==> src/rtl/mips_tb_pkg.sv <==
// Shared types and default parameter values for the MIPS run monitor.
// The monitor detects halts (jump-to-self), times out runaway programs and keeps a PC history.
package mips_tb_pkg;

   typedef enum logic [1:0] {IDLE, RUN, HALTED, TIMEOUT} run_state_e;

   localparam int DEF_PC_W        = 32;
   localparam int DEF_DEPTH       = 16;
   localparam int DEF_HALT_CYCLES = 4;
   localparam int DEF_MAX_CYCLES  = 10000;
   localparam int DEF_CNT_W       = 32;

endpackage

==> src/rtl/pc_history_ring.sv <==
// Ring buffer of the most recent distinct PCs, read combinationally relative to the newest entry.
// Storage carries no reset; the valid count alone decides what is visible.
module pc_history_ring
   import mips_tb_pkg::*;
#(
   parameter int PC_W  = DEF_PC_W,
   parameter int DEPTH = DEF_DEPTH
) (
   input  logic                     clk,
   input  logic                     rst,
   input  logic                     clear,
   input  logic                     push,
   input  logic [PC_W-1:0]          din,
   input  logic [$clog2(DEPTH)-1:0] rd_idx,
   output logic [PC_W-1:0]          rd_data,
   output logic [$clog2(DEPTH):0]   count
);

   localparam int AW = $clog2(DEPTH);
   localparam int CW = AW + 1;

   logic [PC_W-1:0] mem_q [DEPTH];
   logic [AW-1:0]   wr_ptr_q, wr_ptr_d;
   logic [CW-1:0]   cnt_q, cnt_d;
   logic [AW-1:0]   rd_addr;

   always_comb begin
      wr_ptr_d = wr_ptr_q;
      cnt_d    = cnt_q;
      if (clear) begin
         wr_ptr_d = '0;
         cnt_d    = '0;
      end else if (push) begin
         wr_ptr_d = wr_ptr_q + AW'(1);
         if (cnt_q != CW'(DEPTH)) begin
            cnt_d = cnt_q + CW'(1);
         end
      end
   end

   always_ff @(posedge clk) begin
      if (rst) begin
         wr_ptr_q <= '0;
         cnt_q    <= '0;
      end else begin
         wr_ptr_q <= wr_ptr_d;
         cnt_q    <= cnt_d;
      end
   end

   always_ff @(posedge clk) begin
      if (push) begin
         mem_q[wr_ptr_q] <= din;
      end
   end

   // Pointer arithmetic wraps modulo DEPTH because DEPTH is a power of two.
   assign rd_addr = wr_ptr_q - AW'(1) - rd_idx;
   assign rd_data = ({1'b0, rd_idx} < cnt_q) ? mem_q[rd_addr] : '0;
   assign count   = cnt_q;

endmodule

==> src/rtl/mips_run_monitor.sv <==
// Run controller beside the MIPS core: halt detection on a repeated PC, cycle watchdog,
// and a history of recent distinct PCs for post-mortem readout.
module mips_run_monitor
   import mips_tb_pkg::*;
#(
   parameter int PC_W        = DEF_PC_W,
   parameter int DEPTH       = DEF_DEPTH,
   parameter int HALT_CYCLES = DEF_HALT_CYCLES,
   parameter int MAX_CYCLES  = DEF_MAX_CYCLES,
   parameter int CNT_W       = DEF_CNT_W
) (
   input  logic                     clk,
   input  logic                     rst,
   input  logic                     start,
   input  logic [PC_W-1:0]          pc,
   input  logic [$clog2(DEPTH)-1:0] rd_idx,
   output logic                     busy,
   output logic                     halted,
   output logic                     timeout,
   output logic [CNT_W-1:0]         cycle_cnt,
   output logic [PC_W-1:0]          halt_pc,
   output logic [PC_W-1:0]          hist_pc,
   output logic [$clog2(DEPTH):0]   hist_cnt
);

   localparam int RL_W = $clog2(HALT_CYCLES + 1);

   run_state_e       state_q, state_d;
   logic [CNT_W-1:0] cycle_cnt_q, cycle_cnt_d, cyc_inc;
   logic [PC_W-1:0]  last_pc_q, last_pc_d;
   logic             last_valid_q, last_valid_d;
   logic [RL_W-1:0]  run_len_q, run_len_d;
   logic             halted_q, halted_d;
   logic             timeout_q, timeout_d;
   logic [PC_W-1:0]  halt_pc_q, halt_pc_d;
   logic             ring_push, ring_clear;

   assign cyc_inc = cycle_cnt_q + CNT_W'(1);

   always_comb begin
      state_d      = state_q;
      cycle_cnt_d  = cycle_cnt_q;
      last_pc_d    = last_pc_q;
      last_valid_d = last_valid_q;
      run_len_d    = run_len_q;
      halted_d     = halted_q;
      timeout_d    = timeout_q;
      halt_pc_d    = halt_pc_q;
      ring_push    = 1'b0;
      ring_clear   = 1'b0;
      case (state_q)
         RUN: begin
            cycle_cnt_d = cyc_inc;
            if (!last_valid_q || (pc != last_pc_q)) begin
               ring_push    = 1'b1;
               run_len_d    = RL_W'(1);
               last_pc_d    = pc;
               last_valid_d = 1'b1;
            end else begin
               run_len_d = run_len_q + RL_W'(1);
            end
            // Halt is checked first so a simultaneous watchdog expiry reports as a halt.
            if (run_len_d == RL_W'(HALT_CYCLES)) begin
               state_d   = HALTED;
               halted_d  = 1'b1;
               halt_pc_d = pc;
            end else if (cyc_inc == CNT_W'(MAX_CYCLES)) begin
               state_d   = TIMEOUT;
               timeout_d = 1'b1;
            end
         end
         default: begin
            if (start) begin
               state_d      = RUN;
               cycle_cnt_d  = '0;
               run_len_d    = '0;
               last_valid_d = 1'b0;
               halted_d     = 1'b0;
               timeout_d    = 1'b0;
               halt_pc_d    = '0;
               ring_clear   = 1'b1;
            end
         end
      endcase
   end

   always_ff @(posedge clk) begin
      if (rst) begin
         state_q      <= IDLE;
         cycle_cnt_q  <= '0;
         last_pc_q    <= '0;
         last_valid_q <= 1'b0;
         run_len_q    <= '0;
         halted_q     <= 1'b0;
         timeout_q    <= 1'b0;
         halt_pc_q    <= '0;
      end else begin
         state_q      <= state_d;
         cycle_cnt_q  <= cycle_cnt_d;
         last_pc_q    <= last_pc_d;
         last_valid_q <= last_valid_d;
         run_len_q    <= run_len_d;
         halted_q     <= halted_d;
         timeout_q    <= timeout_d;
         halt_pc_q    <= halt_pc_d;
      end
   end

   pc_history_ring #(
      .PC_W  (PC_W),
      .DEPTH (DEPTH)
   ) u_ring (
      .clk     (clk),
      .rst     (rst),
      .clear   (ring_clear),
      .push    (ring_push),
      .din     (pc),
      .rd_idx  (rd_idx),
      .rd_data (hist_pc),
      .count   (hist_cnt)
   );

   assign busy      = (state_q == RUN);
   assign halted    = halted_q;
   assign timeout   = timeout_q;
   assign cycle_cnt = cycle_cnt_q;
   assign halt_pc   = halt_pc_q;

endmodule

==> config.mk <==
export PLATFORM = sky130hd
export DESIGN_NAME = mips_run_monitor
export DESIGN_NICKNAME = d
export VERILOG_FILES = /design/src/rtl/mips_tb_pkg.sv /design/src/rtl/pc_history_ring.sv /design/src/rtl/mips_run_monitor.sv
export SDC_FILE = /design/constraint.sdc
export NUM_CORES = 1
export LEC_CHECK = 0
export CORE_MARGIN = 2
export CORE_UTILIZATION = 45
export CTS_BUF_LIST = sky130_fd_sc_hd__clkbuf_8 sky130_fd_sc_hd__clkbuf_16
export DETAILED_ROUTE_END_ITERATION = 16
export GPL_ROUTABILITY_DRIVEN = 0
export PLACE_DENSITY = 0.64
export SYNTH_ARGS = -nofsm -noshare
export SYNTH_HDL_FRONTEND = slang
export SYNTH_SLANG_ARGS = --single-unit
==> constraint.sdc <==
create_clock -name clk -period 11.9 [get_ports clk]
set_clock_uncertainty 0.05 [all_clocks]
set_input_delay 1.19 -clock clk [delete_from_list [all_inputs] [get_ports clk]]
set_output_delay 1.19 -clock clk [all_outputs]
set_load 0.005 [all_outputs]
# == After elaboration in Yosys (flattened, before gate mapping) ==
# Memories as Yosys holds them, arrays and structs flattened.
# Index checks and enable logic that the tools add are counted.
# op_classes
reduce_logical,10
addsub,6
order_cmp,1
eq_ne,10
n_mux,27
# ops
cell,n
two-way mux 32 bit,5
adder 32 x 1 -> 32 bit (second input constant),1
equality test 32 x 14 -> 1 bit (second input constant),1
!= test 32 bit,1
two-way mux 1 bit,14
two-way mux 3 bit,4
AND reduction 2 bit,5
two-way mux 2 bit,4
!= test 2 x 1 -> 1 bit (second input constant),3
adder 5 x 1 -> 5 bit (second input constant),1
< comparator 4 x 5 -> 1 bit,1
!= test 5 bit (second input constant),1
adder 4 x 1 -> 4 bit (second input constant),1
subtractor 4 x 1 -> 4 bit (second input constant),1
subtractor 4 bit,1
adder 3 x 1 -> 3 bit (second input constant),1
equality test 3 bit (second input constant),1
!= test 3 x 1 -> 1 bit (second input constant),1
AND reduction 3 bit,1
equality test 2 x 1 -> 1 bit (second input constant),1
!= test 2 bit (second input constant),1
nonzero test 2 bit,1
OR reduction 2 bit,1
zero test 1 bit,1
logical OR 1 bit,1
# word_totals
in_bits,39
ram_bits,512
output_inout_bits,104
reg_bits,113
elab_cells,65
mem_count,1
# memory_table
memory,depth,width,read_ports,rd_ports_with_merged_regs,write_ports,line,rtl
u_ring.mem_q,16,32,1,0,1,pc_history_ring.sv:22,logic [PC_W-1:0] mem_q [DEPTH];

# == Logic depth before layout (Yosys ltp) ==
# logic_depth
word_depth,7
mapped_depth,9
ltp_nobuf,8

# == By module ==
# Synthesis repeated with hierarchy kept, for this count alone.
# unflattened
hier_cells,2010
hier_area_um2,27038.4
# modules_own_cells
mod,seq_area_each_um2,n_inst,cells_each,area_per_inst_um2
pc_history_ring,15554.9,1,1308,21364.2
mips_run_monitor,2082.0,1,702,5674.2

# == Least setup slack after synthesis ==
# Ideal clock, no wire load.
# synth_timing
kind,input-to-reg
startpoint,input pc[13]
endpoint,"memory u_ring.mem_q[0][0] (netlist bit), enable pin"
setup_time_ns,0.461
arrival_ns,4.430
path_slack_ns,6.958
path_stages,8
required_time_ns,11.389
n_path_buf,2
path_cell_list,xnor2_1 nand4_1 or4_1 o31a_1 clkbuf_1 buf_2 nand2_1 nor3_1
# synth_via
elab_chain_len,6
# synth_rtl
item,line,rtl
"start, declared",mips_run_monitor.sv:15,"input logic [PC_W-1:0] pc,"
!= test 32 bit,mips_run_monitor.sv:54,if (!last_valid_q || (pc != last_pc_q)) begin
logical OR 1 bit,mips_run_monitor.sv:54,
two-way mux 1 bit,mips_run_monitor.sv:54,
two-way mux 1 bit,mips_run_monitor.sv:51,case (state_q)
two-way mux 1 bit,pc_history_ring.sv:52,if (push) begin
two-way mux 1 bit (implied by the code),pc_history_ring.sv:53,mem_q[wr_ptr_q] <= din;
"end, declared",pc_history_ring.sv:22,
# No other way between the ends.

# == Worst setup path after layout ==
# layout_timing
startpoint,input rd_idx[0]
endpoint,output hist_pc[25]
# layout_via
elab_chain_len,3
word_cells_on_any_way,4
classes_between,1 x add/sub; 1 x order compare; 1 x mux; 1 x memory
# layout_rtl
item,line,rtl
"start, declared",mips_run_monitor.sv:16,"input logic [$clog2(DEPTH)-1:0] rd_idx,"
subtractor 4 bit,pc_history_ring.sv:58,assign rd_addr = wr_ptr_q - AW'(1) - rd_idx;
memory read (16 x 32 bit),n/a,
two-way mux 32 bit (*),pc_history_ring.sv:59,"assign rd_data = ({1'b0, rd_idx} < cnt_q) ? mem_q[rd_addr] : '0;"
"end, declared",mips_run_monitor.sv:22,"output logic [PC_W-1:0] hist_pc,"
# Mark *: on every way between the ends. The rest lies on a longest branch, timed or not.

==> flow_summary.ini <==
[global_route]
grt_overflow_total = 0
grt_use_total_pct = 20.9
first_global_vias = 14993
antenna_found_initial = 1
grt_pass1_wl_mm = 92.9
grt_max_degree = 79

[synthesis]
postSynthAreaPerCell_um2 = 16.1
synth-seq-cells = 625
syn-instance-count = 1590
synthesis.nets = 1645
synth_edf_count = 512
yosys_most_used_dff = edfxtp_1
seq_area_frac_synth_pct = 69.0
ys_types = 59
ys_warn_count = 0
synth-async-reset-ratio_pct = 0
syn_area_um2 = 25600

[setup_path]
cp_data_arrival_time_ns = 5.67
crit_fanout = 54
cp-end-kind = output pin
crit_type = in -> out
crit_start = rd_idx[0]
required_ns = 10.66
r2r-start = cycle_cnt[0]
crit_path_start_kind = primary input

[detailed_routing]
via_per_inst = 5.77
drt_iter0_drc = 1351
dr.pass1.iters = 5
wire_per_inst_um = 24.0
vias = 14642
drc = 0
routed_wl_mm = 60.9
antenna_left = 0

[cells_and_area]
multiInputGateArea_um2 = 7600
fillers = 4529
antenna_cells = 0
layout.nets = 1796
layout-area-overhead-vs-synth_pct = 17.3
layout-drive-gt1-share_pct = 16.6
seqCellArea_um2 = 17600

[hold_path]
min_path_type = reg -> reg
hold_path.startpoint = last_pc_q[21]

[die]
die_h_um = 242
die-width_um = 242
dieArea_um2 = 58700
io_pins = 143
coreArea_um2 = 56300
start_util_pct = 45.4
std_cell_rows = 87

[timing]
slew_violations = 0
rsz0062_at_grt = no
worst_slew_pin_slew_ns = 1.03
fin_crit_sh_pct = 58.1
fmax_ghz = 0.145
setup_viol = 0
slew-limit-headroom_pct = 30.7
fin_tns_setup_ns = 0
layout_min_cycle_time_ns = 6.91
postLayoutSetupSlackWorst_ns = 4.99
finalHoldViolCount = 0

[clocking]
cts.sinks = 625
clk_latency_ns = 0.58
tritoncts = done
cts_max_level = 3
cts_resized = 0
clk_pin_slew_ns = 0.06
post_cts_buffers = 0
cts_root_buf = clkbuf_16
clock_path_buffers = 3
hold_buffers = 0
cts_made_buffers = 66

[power_and_ir_drop]
p_leak_nw = 9.44
ir_worst_vdd_uv = 85.1
power.density_nw_per_um2 = 156

[placed_design]
io_buffers = 142
hpwl_mm = 33.9
pre_cts_slack_ns = 4.92

[flow_run]
cap_viol_max_count = 0

[status]
status = finished clean
==> cell usage after synthesis, types with 3 or more instances <==
cell | instances | area, µm²
and4_1 | 4 | 35.0
or2_2 | 3 | 18.8
inv_1 | 16 | 60.1
o211ai_1 | 3 | 22.5
or4_1 | 7 | 52.6
nor3_1 | 20 | 100
a211oi_1 | 69 | 518
ha_1 | 15 | 188
buf_2 | 25 | 125
buf_1 | 3 | 11.3
nor2b_1 | 36 | 225
and3_1 | 3 | 18.8
edfxtp_1 | 512 | 15400
a31oi_1 | 5 | 31.3
clkbuf_1 | 72 | 270
nand3b_1 | 34 | 255
a22oi_1 | 3 | 22.5
nand4_1 | 30 | 188
nor4_2 | 3 | 37.5
a21oi_1 | 77 | 385
xor2_1 | 8 | 70.1
or3_1 | 11 | 68.8
nor4_1 | 17 | 106
o21ai_0 | 29 | 145
nor2_1 | 90 | 338
dfxtp_1 | 113 | 2260
xnor2_1 | 42 | 368
mux4_2 | 128 | 2880
nand2b_1 | 7 | 43.8
mux2i_1 | 57 | 571
nand3_1 | 17 | 85.1
nand2_1 | 99 | 372
==> worst paths after layout <==
kind,endpoint,slack (ns),depth (start not counted)
worst max-delay path,hist_pc[25],4.99,10
worst min-delay path,last_pc_q[21],0.42,2
worst min register to register,last_pc_q[21],0.42,2
worst max register to register,timeout,8.67,8
==> sequential cells by signal (all words and copies together), names as in the netlist <==
signal,cells
last_pc_q,32
u_ring.count,5
run_len_q,3
u_ring.mem_q,512
u_ring.wr_ptr_q,4
halt_pc,32
last_valid_q,1
halted,1
timeout,1
cycle_cnt,32
state_q,2
==> metal layers <==
layer	wire length, µm	part of all wire, %	track usage, %	vias to the layer above
li1	-	-	-	6539
met1	27100	44	29.4	7574
met2	29100	48	33.9	441
met3	3440	5.7	3.25	88
met4	1320	2.2	6.05	0
met5	0	0	0	-
==> report_power, final <==
group,switching [W],total [W],internal [W]
logic,0.000213,0.000389,0.000177
clock network,0.000800,0.00191,0.00111
registers,0.00000953,0.00239,0.00238
==> cells by family (layout without fill, tap and decap cells) <==
kind of cell    count (synthesis)  after routing  share of synthesized area [%]
flops                         625            625                           69.0
compound gates                204            204                           5.05
simple gates                  389            389                           7.92
mux                           186            186                           13.6
fa+ha+maj                      16             16                          0.813
xor+xnor                       50             50                           1.71
buf+inv                       120            312                           1.95
==> cells in the final DEF (no fill, tap or decap), types with 11 or more instances in the layout <==
| cell type | instances |
|---|---|
| o21ai_0 | 29 |
| mux2i_1 | 57 |
| nand2_1 | 99 |
| a211oi_1 | 69 |
| xnor2_1 | 41 |
| clkbuf_16 | 67 |
| nor2b_1 | 36 |
| nand3b_1 | 34 |
| ha_1 | 14 |
| nor2_4 | 13 |
| buf_4 | 45 |
| nor2_1 | 77 |
| nor4_1 | 16 |
| inv_1 | 31 |
| mux4_2 | 128 |
| clkdlybuf4s50_1 | 141 |
| nand3_1 | 17 |
| nand4_1 | 30 |
| edfxtp_1 | 512 |
| dfxtp_1 | 113 |
| or3_1 | 11 |
| nor3_1 | 16 |
| a21oi_1 | 77 |
==> metrics by stage <==
step | cells | area, µm² | util, % | hold slack (ns) | total power, W
after detailed placement | 2429 | 28000 | 49.7 | 0.409 | 0.00283
final | 2538 | 30000 | 53.3 | 0.417 | 0.00469
after global placement | 2429 | 28000 | 49.7 | 0.403 | 0.00283
after global routing | 2538 | 30000 | 53.3 | 0.432 | 0.00485
after floorplan | 1590 | 25600 | - | 0.395 | 0.00269
after CTS | 2538 | 30000 | 53.3 | 0.417 | 0.00474
==> layout make-up <==
class,count,area share [%]
Multi-Input combinational cell,845,25.4
Sequential cell,625,58.8
Timing Repair Buffer,186,5.84
Tap cell,756,3.16
Clock inverter,41,0.956
Clock buffer,68,5.64
Inverter,17,0.213
==> critical path, stage by stage <==
cell	delay, ns
clkdlybuf4s50_1	0.45
inv_1	0.08
ha_4	0.17
fa_4	1.10
buf_4	0.75
mux4_2	0.34
nor2b_1	0.14
a211oi_1	0.07
a211oi_1	0.67
clkdlybuf4s50_1	0.64
No activity file was read; power rests on OpenSTA's default activity.
